$ cat config.mk
export PLATFORM = sky130hd
export DESIGN_NAME = seven_segment_decoder
export DESIGN_NICKNAME = d
export VERILOG_FILES = /design/src/rtl/seven_segment_decoder.sv
export SDC_FILE = /design/constraint.sdc
export NUM_CORES = 1
export LEC_CHECK = 0
export CAP_MARGIN = 20
export CORE_AREA = 2 2 103 105
export DETAILED_ROUTE_END_ITERATION = 6
export DIE_AREA = 0 0 105 107
export GPL_TIMING_DRIVEN = 0
export PLACE_DENSITY = 0.89
export SLEW_MARGIN = 20
export SYNTH_ARGS = -nofsm -noshare
export SYNTH_HDL_FRONTEND = slang
export SYNTH_SLANG_ARGS = --single-unit
$ cat constraint.sdc
create_clock -name clk_i -period 9.6 [get_ports clk_i]
set_input_delay 1.92 -clock clk_i [delete_from_list [all_inputs] [get_ports clk_i]]
set_output_delay 1.92 -clock clk_i [all_outputs]
set_load 0.005 [all_outputs]
$ cat src/rtl/seven_segment_decoder.sv
// rtl/seven_segment_decoder.sv - recovers hex digits from a scanned 8-digit seven-segment display bus
// A digit is captured once its strobe and pattern stay stable long enough; eight captures form one frame.
module seven_segment_decoder #(
    parameter bit          ENABLE_ACTIVE_LOW  = 1'b1,
    parameter bit          SEGMENT_ACTIVE_LOW = 1'b1,
    parameter int unsigned SETTLE_CYCLES      = 4
) (
    input  logic        clk_i,
    input  logic        rst_i,
    input  logic [7:0]  digit_enable_i,
    input  logic [7:0]  digit_code_i,
    output logic [31:0] value_o,
    output logic [7:0]  dp_o,
    output logic        valid_o,
    output logic        error_o
);

    localparam logic [7:0] EN_IDLE    = ENABLE_ACTIVE_LOW  ? 8'hFF : 8'h00;
    localparam logic [7:0] SEG_IDLE   = SEGMENT_ACTIVE_LOW ? 8'hFF : 8'h00;
    localparam logic [7:0] SETTLE_TGT = 8'(SETTLE_CYCLES);

    typedef enum logic [1:0] {
        IDLE   = 2'd0,
        SETTLE = 2'd1,
        HOLD   = 2'd2
    } state_t;

    state_t      state_q, state_d;
    logic [7:0]  en_pin_q, en_pin_d;
    logic [7:0]  code_pin_q, code_pin_d;
    logic [7:0]  prev_en_q, prev_en_d;
    logic [7:0]  prev_seg_q, prev_seg_d;
    logic [7:0]  cnt_q, cnt_d;
    logic [7:0]  mask_q, mask_d;
    logic [31:0] shadow_val_q, shadow_val_d;
    logic [7:0]  shadow_dp_q, shadow_dp_d;
    logic [31:0] value_q, value_d;
    logic [7:0]  dp_q, dp_d;
    logic        valid_q, valid_d;
    logic        error_q, error_d;

    logic [7:0]  en;
    logic [7:0]  seg;
    logic        en_blank;
    logic        en_onehot;
    logic        en_bad;
    logic        same;
    logic [2:0]  dig_idx;
    logic [4:0]  dec;
    logic        load;
    logic        capture;

    // Returns {decodable, nibble} for a gfedcba pattern.
    function automatic logic [4:0] decode_seg(input logic [6:0] s);
        logic [4:0] r;
        case (s)
            7'h3F:   r = {1'b1, 4'h0};
            7'h06:   r = {1'b1, 4'h1};
            7'h5B:   r = {1'b1, 4'h2};
            7'h4F:   r = {1'b1, 4'h3};
            7'h66:   r = {1'b1, 4'h4};
            7'h6D:   r = {1'b1, 4'h5};
            7'h7D:   r = {1'b1, 4'h6};
            7'h07:   r = {1'b1, 4'h7};
            7'h7F:   r = {1'b1, 4'h8};
            7'h6F:   r = {1'b1, 4'h9};
            7'h77:   r = {1'b1, 4'hA};
            7'h7C:   r = {1'b1, 4'hB};
            7'h39:   r = {1'b1, 4'hC};
            7'h5E:   r = {1'b1, 4'hD};
            7'h79:   r = {1'b1, 4'hE};
            7'h71:   r = {1'b1, 4'hF};
            default: r = 5'h00;
        endcase
        return r;
    endfunction

    always_comb begin
        en        = en_pin_q ^ EN_IDLE;
        seg       = code_pin_q ^ SEG_IDLE;
        en_blank  = (en == 8'h00);
        en_onehot = !en_blank && ((en & (en - 8'd1)) == 8'h00);
        en_bad    = !en_blank && !en_onehot;
        same      = ({en, seg} == {prev_en_q, prev_seg_q});
        dec       = decode_seg(seg[6:0]);
        dig_idx   = 3'd0;
        for (int i = 0; i < 8; i++) begin
            if (en[i]) dig_idx = 3'(i);
        end
    end

    always_comb begin
        state_d      = state_q;
        en_pin_d     = digit_enable_i;
        code_pin_d   = digit_code_i;
        prev_en_d    = en;
        prev_seg_d   = seg;
        cnt_d        = cnt_q;
        mask_d       = mask_q;
        shadow_val_d = shadow_val_q;
        shadow_dp_d  = shadow_dp_q;
        value_d      = value_q;
        dp_d         = dp_q;
        valid_d      = 1'b0;
        error_d      = 1'b0;
        load         = 1'b0;
        capture      = 1'b0;

        if (en_bad) begin
            error_d = 1'b1;
            mask_d  = 8'h00;
            state_d = IDLE;
            cnt_d   = 8'd0;
        end else begin
            case (state_q)
                IDLE: begin
                    if (en_onehot) load = 1'b1;
                end
                SETTLE: begin
                    if (same) begin
                        cnt_d = cnt_q + 8'd1;
                        if (cnt_q + 8'd1 == SETTLE_TGT) capture = 1'b1;
                    end else if (en_onehot) begin
                        load = 1'b1;
                    end else begin
                        state_d = IDLE;
                        cnt_d   = 8'd0;
                    end
                end
                HOLD: begin
                    if (en_blank) begin
                        state_d = IDLE;
                        cnt_d   = 8'd0;
                    end else if (en != prev_en_q) begin
                        load = 1'b1;
                    end
                end
                default: begin
                    state_d = IDLE;
                    cnt_d   = 8'd0;
                end
            endcase
        end

        // A freshly selected digit counts as its first stable cycle.
        if (load) begin
            state_d = SETTLE;
            cnt_d   = 8'd1;
            if (SETTLE_TGT == 8'd1) capture = 1'b1;
        end

        if (capture) begin
            state_d = HOLD;
            if (!dec[4]) begin
                error_d = 1'b1;
                mask_d  = 8'h00;
            end else begin
                shadow_val_d[{dig_idx, 2'b00} +: 4] = dec[3:0];
                shadow_dp_d[dig_idx]                = seg[7];
                mask_d                              = mask_q | (8'd1 << dig_idx);
                if (mask_d == 8'hFF) begin
                    value_d = shadow_val_d;
                    dp_d    = shadow_dp_d;
                    valid_d = 1'b1;
                    mask_d  = 8'h00;
                end
            end
        end
    end

    always_ff @(posedge clk_i) begin
        if (rst_i) begin
            state_q      <= IDLE;
            en_pin_q     <= EN_IDLE;
            code_pin_q   <= SEG_IDLE;
            prev_en_q    <= 8'h00;
            prev_seg_q   <= 8'h00;
            cnt_q        <= 8'd0;
            mask_q       <= 8'h00;
            shadow_val_q <= 32'h0;
            shadow_dp_q  <= 8'h00;
            value_q      <= 32'h0;
            dp_q         <= 8'h00;
            valid_q      <= 1'b0;
            error_q      <= 1'b0;
        end else begin
            state_q      <= state_d;
            en_pin_q     <= en_pin_d;
            code_pin_q   <= code_pin_d;
            prev_en_q    <= prev_en_d;
            prev_seg_q   <= prev_seg_d;
            cnt_q        <= cnt_d;
            mask_q       <= mask_d;
            shadow_val_q <= shadow_val_d;
            shadow_dp_q  <= shadow_dp_d;
            value_q      <= value_d;
            dp_q         <= dp_d;
            valid_q      <= valid_d;
            error_q      <= error_d;
        end
    end

    assign value_o = value_q;
    assign dp_o    = dp_q;
    assign valid_o = valid_q;
    assign error_o = error_q;

endmodule

* Yosys cells after proc, flatten, opt, wreduce, memory -nomap -nowiden
Index checks and enable logic that the tools add are counted.
** Storage, ports and cells
- Input bits :: 18
- Output and inout bits :: 42
- Bits in registers :: 132
- Word-level logic and storage cells :: 124
** Operators by class
- $lt $le $gt $ge :: 2
- Muxes and demuxes :: 43
- Add/subtract/negate cells :: 3
- Shift-type cells :: 3
- Bitwise logic cells :: 7
- Equal/unequal tests :: 33
- Reduce and logical (&&, ||, !) cells :: 18
** Operators by type and width (count)
- $eq A7 B7 Y1 const B :: 12
- $pmux W5 S16 :: 1
- $mux W8 :: 7
- $bwmux W32 :: 1
- $shift A4 B7 Y32 const A :: 1
- $shiftx A4 B7 Y32 :: 1
- $pmux W8 S3 :: 1
- $ne A5 B5 Y1 const B :: 4
- $mux W3 :: 6
- $mux W1 :: 17
- $eq A16 B16 Y1 :: 1
- $logic_not A8 Y1 :: 2
- $ne A4 B4 Y1 const B :: 4
- $not A8 Y8 :: 2
- $eq A7 B3 Y1 const B :: 2
- $eq A7 B6 Y1 const B :: 2
- $mux W2 :: 6
- $reduce_and A3 Y1 :: 3
- $add A8 B1 Y8 const B :: 1
- $and A8 B8 Y8 :: 1
- $bwmux W8 :: 1
- $eq A8 B3 Y1 const B :: 1
- $eq A8 B8 Y1 const B :: 1
- $ne A8 B8 Y1 :: 1
- other kinds (22) :: 30

* Depth between registers and ports, before layout
Gate-level depths: netlist of the first run.
- Depth after elaboration :: 14
- Mapped depth :: 15
- Gate-level depth less buffers :: 11

* Worst setup path after synthesis of the first run
Ideal clock, no wire load.
- Path kind :: register -> register
- Start :: register en_pin_q[7]
- End :: register dp_q[2] (netlist: dp_o[2])
- Library setup time :: 0.128 ns
- Cell stages (with the launch flop) :: 15
- Buffers on the path :: 4
- Setup slack :: 6.067 ns
- Data arrival time :: 3.406 ns
- Period minus slack after synthesis :: 3.533 ns
- Data required time :: 9.472 ns
- Cells stage by stage :: dfxtp_1 -> buf_2 -> clkbuf_1 -> o21ai_0 -> a31oi_1 -> ha_1 -> ha_1 -> clkbuf_1 -> o22ai_1 -> nor2_1 -> nand3_1 -> nor3_1 -> buf_2 -> mux2i_1 -> nor2_1
** Between the ends
- Word-level cells in the longest chain between the ends :: 9
- Elaborated cells between the ends (all ways) :: 24
- Classes of those cells :: 1 x add/sub; 2 x order compare; 2 x eq/ne; 1 x shift; 7 x mux; 3 x bitwise; 8 x reduce/logical
** Ends and longest elaborated chain
- from (decl) :: RTL line 29 : logic [7:0] en_pin_q, en_pin_d;
- from (signal assigned) :: RTL line 188 : en_pin_q <= en_pin_d;
- $not A8 Y8 (no line) *
- $sub A8 B1 Y8 :: RTL line 82 : en_onehot = !en_blank && ((en & (en - 8'd1)) == 8'h00);
- $and A8 B8 Y8 :: RTL line 82
- $logic_not A8 Y1 :: RTL line 82
- $logic_and A1 B1 Y1 :: RTL line 82
- $logic_not A1 Y1 :: RTL line 83 : en_bad = !en_blank && !en_onehot;
- $logic_and A1 B1 Y1 :: RTL line 83
- $mux W1 :: RTL line 109 : if (en_bad) begin
- $reduce_and A3 Y1 (no line)
- to (signal assigned) :: RTL line 197 : dp_q <= dp_d;
- to (decl) :: RTL line 38 : logic [7:0] dp_q, dp_d;
Every way passes the cells marked *; elsewhere a longest branch is shown, timed or not.
A chain may end at the register's enable or synchronous reset.

* Worst setup path in the final report of the first run
- Start :: register en_pin_q[7]
- End :: register value_q[17] (netlist: value_o[17])
** Between the ends
- Word-level cells in the longest chain between the ends :: 9
- Elaborated cells between the ends (all ways) :: 22
- Classes of those cells :: 2 x add/sub; 2 x eq/ne; 3 x shift; 5 x mux; 3 x bitwise; 7 x reduce/logical
** Ends and longest elaborated chain
- $not A8 Y8 (no line) *
- $sub A8 B1 Y8 :: RTL line 82
- $and A8 B8 Y8 :: RTL line 82
- $logic_not A8 Y1 :: RTL line 82
- $logic_and A1 B1 Y1 :: RTL line 82
- $logic_not A1 Y1 :: RTL line 83
- $logic_and A1 B1 Y1 :: RTL line 83
- $mux W1 :: RTL line 109
- $reduce_and A3 Y1 (no line)
- to (signal assigned) :: RTL line 196 : value_q <= value_d;
- to (decl) :: RTL line 37 : logic [31:0] value_q, value_d;
Marked as above.

==> results of run 1 <==
[final cells by class]
cell class | instances | area, µm²
tap | 136 | 170
multi-input combinational | 495 | 3140
sequential | 132 | 2640
buffer | 53 | 214
timing repair buffer | 59 | 591
inverter | 19 | 71.3
fill | 700 | 2690
clock buffer | 17 | 414
clock inverter | 15 | 169
[cell usage after synthesis (3+ instances only)]
cell / count / area [µm²]
dfxtp_1: 132 / 2640
nor4b_1: 6 / 52.6
or2_2: 21 / 131
o2bb2ai_1: 5 / 43.8
o22ai_1: 5 / 31.3
a211oi_1: 33 / 248
o21ai_0: 15 / 75.1
nand4_1: 8 / 50.1
a221oi_1: 18 / 158
o21a_1: 3 / 22.5
mux2i_1: 27 / 270
nor3b_1: 4 / 30.0
a21oi_1: 29 / 145
clkbuf_1: 39 / 146
o2111ai_1: 4 / 35.0
nor4_1: 4 / 25.0
buf_2: 12 / 60.1
nand2_1: 43 / 161
or3_1: 4 / 25.0
nand3_1: 16 / 80.1
nor3_1: 28 / 140
mux2_2: 7 / 78.8
nor2b_1: 7 / 43.8
xor2_1: 18 / 158
a31oi_1: 15 / 93.8
a31o_2: 4 / 35.0
inv_1: 18 / 67.6
and2_1: 6 / 37.5
nor2_1: 103 / 387
ha_1: 9 / 113
and3_1: 6 / 37.5
a22oi_1: 8 / 60.1
[worst reg2reg max path: stages, from the launching register on]
cell and delay, ns:
dfxtp_1 0.30, buf_2 0.17, clkbuf_1 0.35, o21ai_0 0.26, a31oi_2 0.65, ha_1 0.32
ha_1 0.15, clkbuf_1 0.27, o22ai_1 0.14, nor2_1 0.14, nand3_1 0.21, nor3_1 0.80
buf_2 0.47, mux2i_1 0.26, nor2_1 0.07
[stage by stage]
stage	instance area (µm²)	utilization, %	setup slack (ns)	hold slack [ns]
floorplan	6060	-	6.07	0.431
global placement	6820	67.6	5.19	0.439
detailed placement	6820	67.6	5.00	0.447
CTS	7400	73.3	4.77	0.455
global route	7410	73.4	4.66	0.464
finish	7410	73.4	4.90	0.460
[per-layer routing]
| metal | share of wire [%] | global-route usage (%) | vias to the layer above |
|---|---|---|---|
| met3 | 9.0 | 6.69 | 84 |
| met2 | 47 | 48.9 | 385 |
| met5 | 0 | 0 | - |
| met1 | 40 | 37.3 | 2708 |
| li1 | - | - | 2690 |
| met4 | 4.3 | 16.3 | 0 |
[power by group through the flow]
stage / clock network, mW / logic, mW / registers [mW]
floorplan: 0 / 0.0753 / 0.572
global placement: 0 / 0.103 / 0.573
detailed placement: 0 / 0.108 / 0.573
CTS: 0.641 / 0.111 / 0.561
global route: 0.670 / 0.123 / 0.562
finish: 0.642 / 0.116 / 0.562
[worst paths after layout]
path,endpoint,cells past startpoint
worst min-delay path,shadow_dp_q[6],2
worst max register to register,value_o[17],14
worst min register to register,shadow_dp_q[6],2
worst max-delay path,value_o[17],14
[cells by family (layout without fill, tap and decap cells)]
kind of cell / count (synthesis) / in the layout
multiplexers: 34 / 34
buffers and inverters: 72 / 163
AND/OR/NAND/NOR: 274 / 274
adder cells (fa/ha/maj): 10 / 10
flip-flops: 132 / 132
XOR/XNOR: 18 / 18
AO/OA/AOI/OAI: 159 / 159
[registers in the layout, summed over array words and instances (netlist names)]
signal and count:
shadow_val_q 32, value_o 32, cnt_q 8, code_pin_q 8, dp_o 8, en_pin_q 8, mask_q 8, prev_en_q 8
prev_seg_q 8, shadow_dp_q 8, state_q 2, error_o 1, valid_o 1
==> results.yml, run 1 <==
outcome:
  outcome: "finished with violations"
  violations: "DRC"
setup_path:
  r2r_start: "en_pin_q[7]"
  slowest_stage: "nor3_1"
  cp-start-kind: "register"
  critPathMaxStageDelay_ns: 0.80
  critPathRequiredTime_ns: 10.00
  critical_path.max_fanout: 11
  worst-path-buf-inv: 4
  arrival_ns: 5.10
  end_kind: "register"
  rrSetupSlack_ns: 4.90
  critPathLaunch: "en_pin_q[7]"
  critical_path.top_delay_family: "buffers and inverters"
  critPathKind: "register to register"
  worstPathCellList: "buf_2, clkbuf_1, o21ai_0, a31oi_2, ha_1, ha_1, clkbuf_1, o22ai_1, nor2_1, nand3_1, nor3_1, buf_2, mux2i_1, nor2_1"
global_routing:
  grt_max_degree: 17
  grt_first_pass_wirelength_mm: 27.0
  overflow: 0
  antenna_found_initial: 0
  track_usage_pct: 30.1
  grt_pass1_vias: 5476
power_and_ir_drop:
  power_frac_comb_pct: 8.8
  p_total_mw: 1.32
  leakagePower_nw: 2.55
  p_int_mw: 0.971
  clkPwrFrac_pct: 48.7
  p_per_area_nw_per_um2: 178
  sw_frac_of_total_pct: 26.4
  net-switching-power_mw: 0.349
  peakVddDrop_mv: 0.141
  pwr-share-seq_pct: 42.6
clocking:
  cts_root_buf: "clkbuf_8"
  cts_sinks: 132
  postCtsHoldBufs: 0
  worstSkewPairLatency_ns: 0.54
  cts_tree: "done"
  ctsHtreeMaxLevel: 4
  cts-buffers-inserted: 17
  cts_resized: 0
  path_clk_slew_ns: 0.06
  post-cts-setup-buffers: 0
  clk_path_buf_depth: 2
die:
  io-pin-count: 60
  dieArea_um2: 11200
  start_util_pct: 60.0
  die_y_um: 107
  die_width_um: 105
  num_rows: 37
  core_area_um2: 10100
sta:
  post-route-min-period_ns: 4.70
  skew_ns: 0.00877
  fmax_mhz: 213
  relSlewSlack_pct: 21.8
  setup_viol: 0
  finalCritPeriodShare_pct: 49.0
  rsz0062_at_grt: "false"
  finalHoldViolCount: 0
  tightest_slew_ns: 1.17
  final.setup.tns_ns: 0
  drv_slew: 0
yosys:
  synth_compound_area_share_pct: 18.5
  syn_inst: 699
  synth-xor-area-share_pct: 2.60
  synthArstFlopShare_pct: 0
  synth.distinct_cells: 63
  syn_area_um2: 6060
  synth_flop_cell: "dfxtp_1"
  synthMuxAreaShare_pct: 5.76
  ys_seq_elements: 132
  synth_nets: 726
  yosysWarnings: 0
  synth_top_family_by_area: "simple AND/OR/NAND/NOR gates"
  synthAdderAreaFrac_pct: 2.02
  avgSynthCellArea_um2: 8.67
  synth_edf_count: 0
  yosys.area_share.simple_pct: 22.7
  seq_area_frac_synth_pct: 43.6
finish:
  layout_common_cells: "132 x dfxtp_1, 103 x nor2_1, 59 x clkdlybuf4s50_1"
  mostFrequentLayoutCell: "dfxtp_1"
  layout.cells.non_filler: 926
  num_antenna_cells: 0
  nNetsFinal: 804
  layout-drive-gt1-share_pct: 11.1
  area_growth_pct: 22.3
routing:
  drc: 9
  drt_wl_total_mm: 16.9
  drt_iter0_markers: 616
  antenna_left: 0
  first_pass_iters: 7
  wl_per_cell_um: 18.2
  dr_total_vias: 5867
  via_per_inst: 6.34
min_path:
  hold_class: "register to register"
  holdCritStartpoint: "shadow_dp_q[6]"
placed_design:
  dpl.hpwl_mm: 11.1
  gp_congestion: 0.888
  placed_cells: 894
  portBuffers: 59
flow_run:
  drv_cap: 0
(Power assumes the default switching activity.)
==> inputs of run 2 (changes only) <==
--- a/config.mk
+++ b/config.mk
@@ -6,11 +6,11 @@
 export NUM_CORES = 1
 export LEC_CHECK = 0
 export CAP_MARGIN = 20
-export CORE_AREA = 2 2 103 105
+export CORE_AREA = 2 2 112 114
 export DETAILED_ROUTE_END_ITERATION = 6
-export DIE_AREA = 0 0 105 107
+export DIE_AREA = 0 0 114 116
 export GPL_TIMING_DRIVEN = 0
-export PLACE_DENSITY = 0.89
+export PLACE_DENSITY = 0.81
 export SLEW_MARGIN = 20
 export SYNTH_ARGS = -nofsm -noshare
 export SYNTH_HDL_FRONTEND = slang
==> constraint.sdc (replaced) <==
create_clock -name clk_i -period 4.1 [get_ports clk_i]
set_input_delay 0.82 -clock clk_i [delete_from_list [all_inputs] [get_ports clk_i]]
set_output_delay 0.82 -clock clk_i [all_outputs]
set_load 0.005 [all_outputs]
==> run 2 against run 1 <==
The run now ends clean. Critical endpoint unchanged. Largest power group unchanged. Total power grew 130%. Non-clock buffer count grew 6. Die area grew 18%.
==> results.yml, run 2 (synthesis gave the netlist of run 1 again) <==
outcome:
  outcome: "complete, no violations"
finish:
  nNetsFinal: 810
  num_antenna_cells: 0
  fillers: 994
  area_growth_pct: 23.5
  layout-drive-gt1-share_pct: 11.9
  fin_area_um2: 7480
  mostFrequentLayoutCell: "dfxtp_1"
  layout_common_cells: "132 x dfxtp_1, 103 x nor2_1, 59 x clkdlybuf4s50_1"
  layout.cells.non_filler: 943
routing:
  drt_wl_total_mm: 16.4
  drt_iter0_markers: 559
  top_layer: "met4"
  via_per_inst: 6.07
  drc: 0
  first_pass_iters: 7
  dr_total_vias: 5722
  antenna_left: 0
  met1_length_mm: 6.88
  met3WireLength_mm: 1.16
  dr_wl_met2_mm: 7.84
  wl_per_cell_um: 17.4
clocking:
  worstSkewPairLatency_ns: 0.44
  cts_sinks: 132
  cts_root_buf: "clkbuf_16"
  ctsHtreeMaxLevel: 4
  cts-buffers-inserted: 17
  clk_path_buf_depth: 2
  cts_tree: "done"
  path_clk_slew_ns: 0.06
die:
  die_y_um: 116
  dieArea_um2: 13200
  die_width_um: 114
  io-pin-count: 60
  start_util_pct: 50.9
  num_rows: 40
  core_area_um2: 11900
sta:
  skew_ns: 0.0135
  finalCritPeriodShare_pct: 95.1
  fmax_mhz: 256
  final.setup.tns_ns: 0
  relSlewSlack_pct: 23.9
  tightest_slew_ns: 1.14
  post-route-min-period_ns: 3.90
  setup_viol: 0
  finalHoldViolCount: 0
  setup_ws_ns: 0.200
  drv_slew: 0
  fin_hold_ws_ns: 0.461
setup_path:
  critical_path.max_fanout: 10
  arrival_ns: 4.20
  critPathRequiredTime_ns: 4.40
  end_kind: "register"
  critPathKind: "register to register"
  cp-start-kind: "register"
flow_run:
  drv_cap: 0
global_routing:
  track_usage_pct: 25.2
  grt_max_degree: 17
  grt_first_pass_wirelength_mm: 26.2
  antenna_found_initial: 0
  overflow: 0
  grt_pass1_vias: 5352
placed_design:
  gp_congestion: 0.883
  place_area_um2: 6830
  portBuffers: 59
  placed_cells: 905
  dpl.hpwl_mm: 11.3
  dp_slack_ns: -0.502
power_and_ir_drop:
  power_frac_comb_pct: 9.0
  pwr-share-seq_pct: 42.8
  sw_frac_of_total_pct: 25.4
  leakagePower_nw: 2.58
  p_per_area_nw_per_um2: 411
  p_int_mw: 2.29
  clkPwrFrac_pct: 48.2
  peakVddDrop_mv: 0.271
  net-switching-power_mw: 0.781
min_path:
  hold_class: "register to register"
## run 2: worst max-delay path: stages (launching register included)
cell	delay, ns
dfxtp_1	0.31
buf_2	0.17
clkbuf_1	0.36
o21ai_0	0.29
a31oi_4	0.30
ha_1	0.23
ha_1	0.15
clkbuf_1	0.32
o22ai_1	0.16
nor2_1	0.18
nand3_1	0.27
nor3_4	0.37
clkbuf_4	0.35
mux2i_1	0.25
nor2_1	0.07
## run 2: area by class of cell
type	count	area (µm²)	share of cell area (%)
Buffer	53	221	2.96
Clock buffer	20	437	5.84
Clock inverter	12	129	1.72
Inverter	19	71.3	0.953
Multi-Input combinational cell	495	3160	42.3
Sequential cell	132	2640	35.3
Tap cell	147	184	2.46
Timing Repair Buffer	65	636	8.49
## run 2: power groups by stage
stage               sequential [mW]  clock, mW  combinational [mW]
floorplan                      1.34          0               0.176
global placement               1.34          0               0.244
detailed placement             1.34          0               0.254
CTS                            1.31       1.48               0.259
global route                   1.32       1.55               0.300
finish                         1.32       1.48               0.277
## run 2: worst paths after layout
| check | from | end | slack, ns | cells past startpoint |
|---|---|---|---|---|
| max | en_pin_q[7] | value_o[17] | 0.20 | 14 |
| min reg2reg | value_o[9] | value_o[9] | 0.46 | 1 |
| max reg2reg | en_pin_q[7] | value_o[17] | 0.20 | 14 |
| min | value_o[9] | value_o[9] | 0.46 | 1 |
## run 2: metal layers
metal,up-vias,GRT usage [%]
met1,2723,31.2
met4,0,11.7
met2,257,41.9
met5,-,0
li1,2691,-
met3,51,5.65
## run 2: timing repair
item	4_1_cts	5_1_grt
resized for setup	4	7
buffers inserted	0	6
hold buffers	0	0
setup endpoints to repair	50	41
pin swaps	0	1
## run 2: through the flow
stage	total power, mW	util, %
after floorplan	1.52	-
after global placement	1.59	57.4
after detailed placement	1.60	57.4
after CTS	3.05	62.3
after global routing	3.16	62.8
final	3.08	62.8
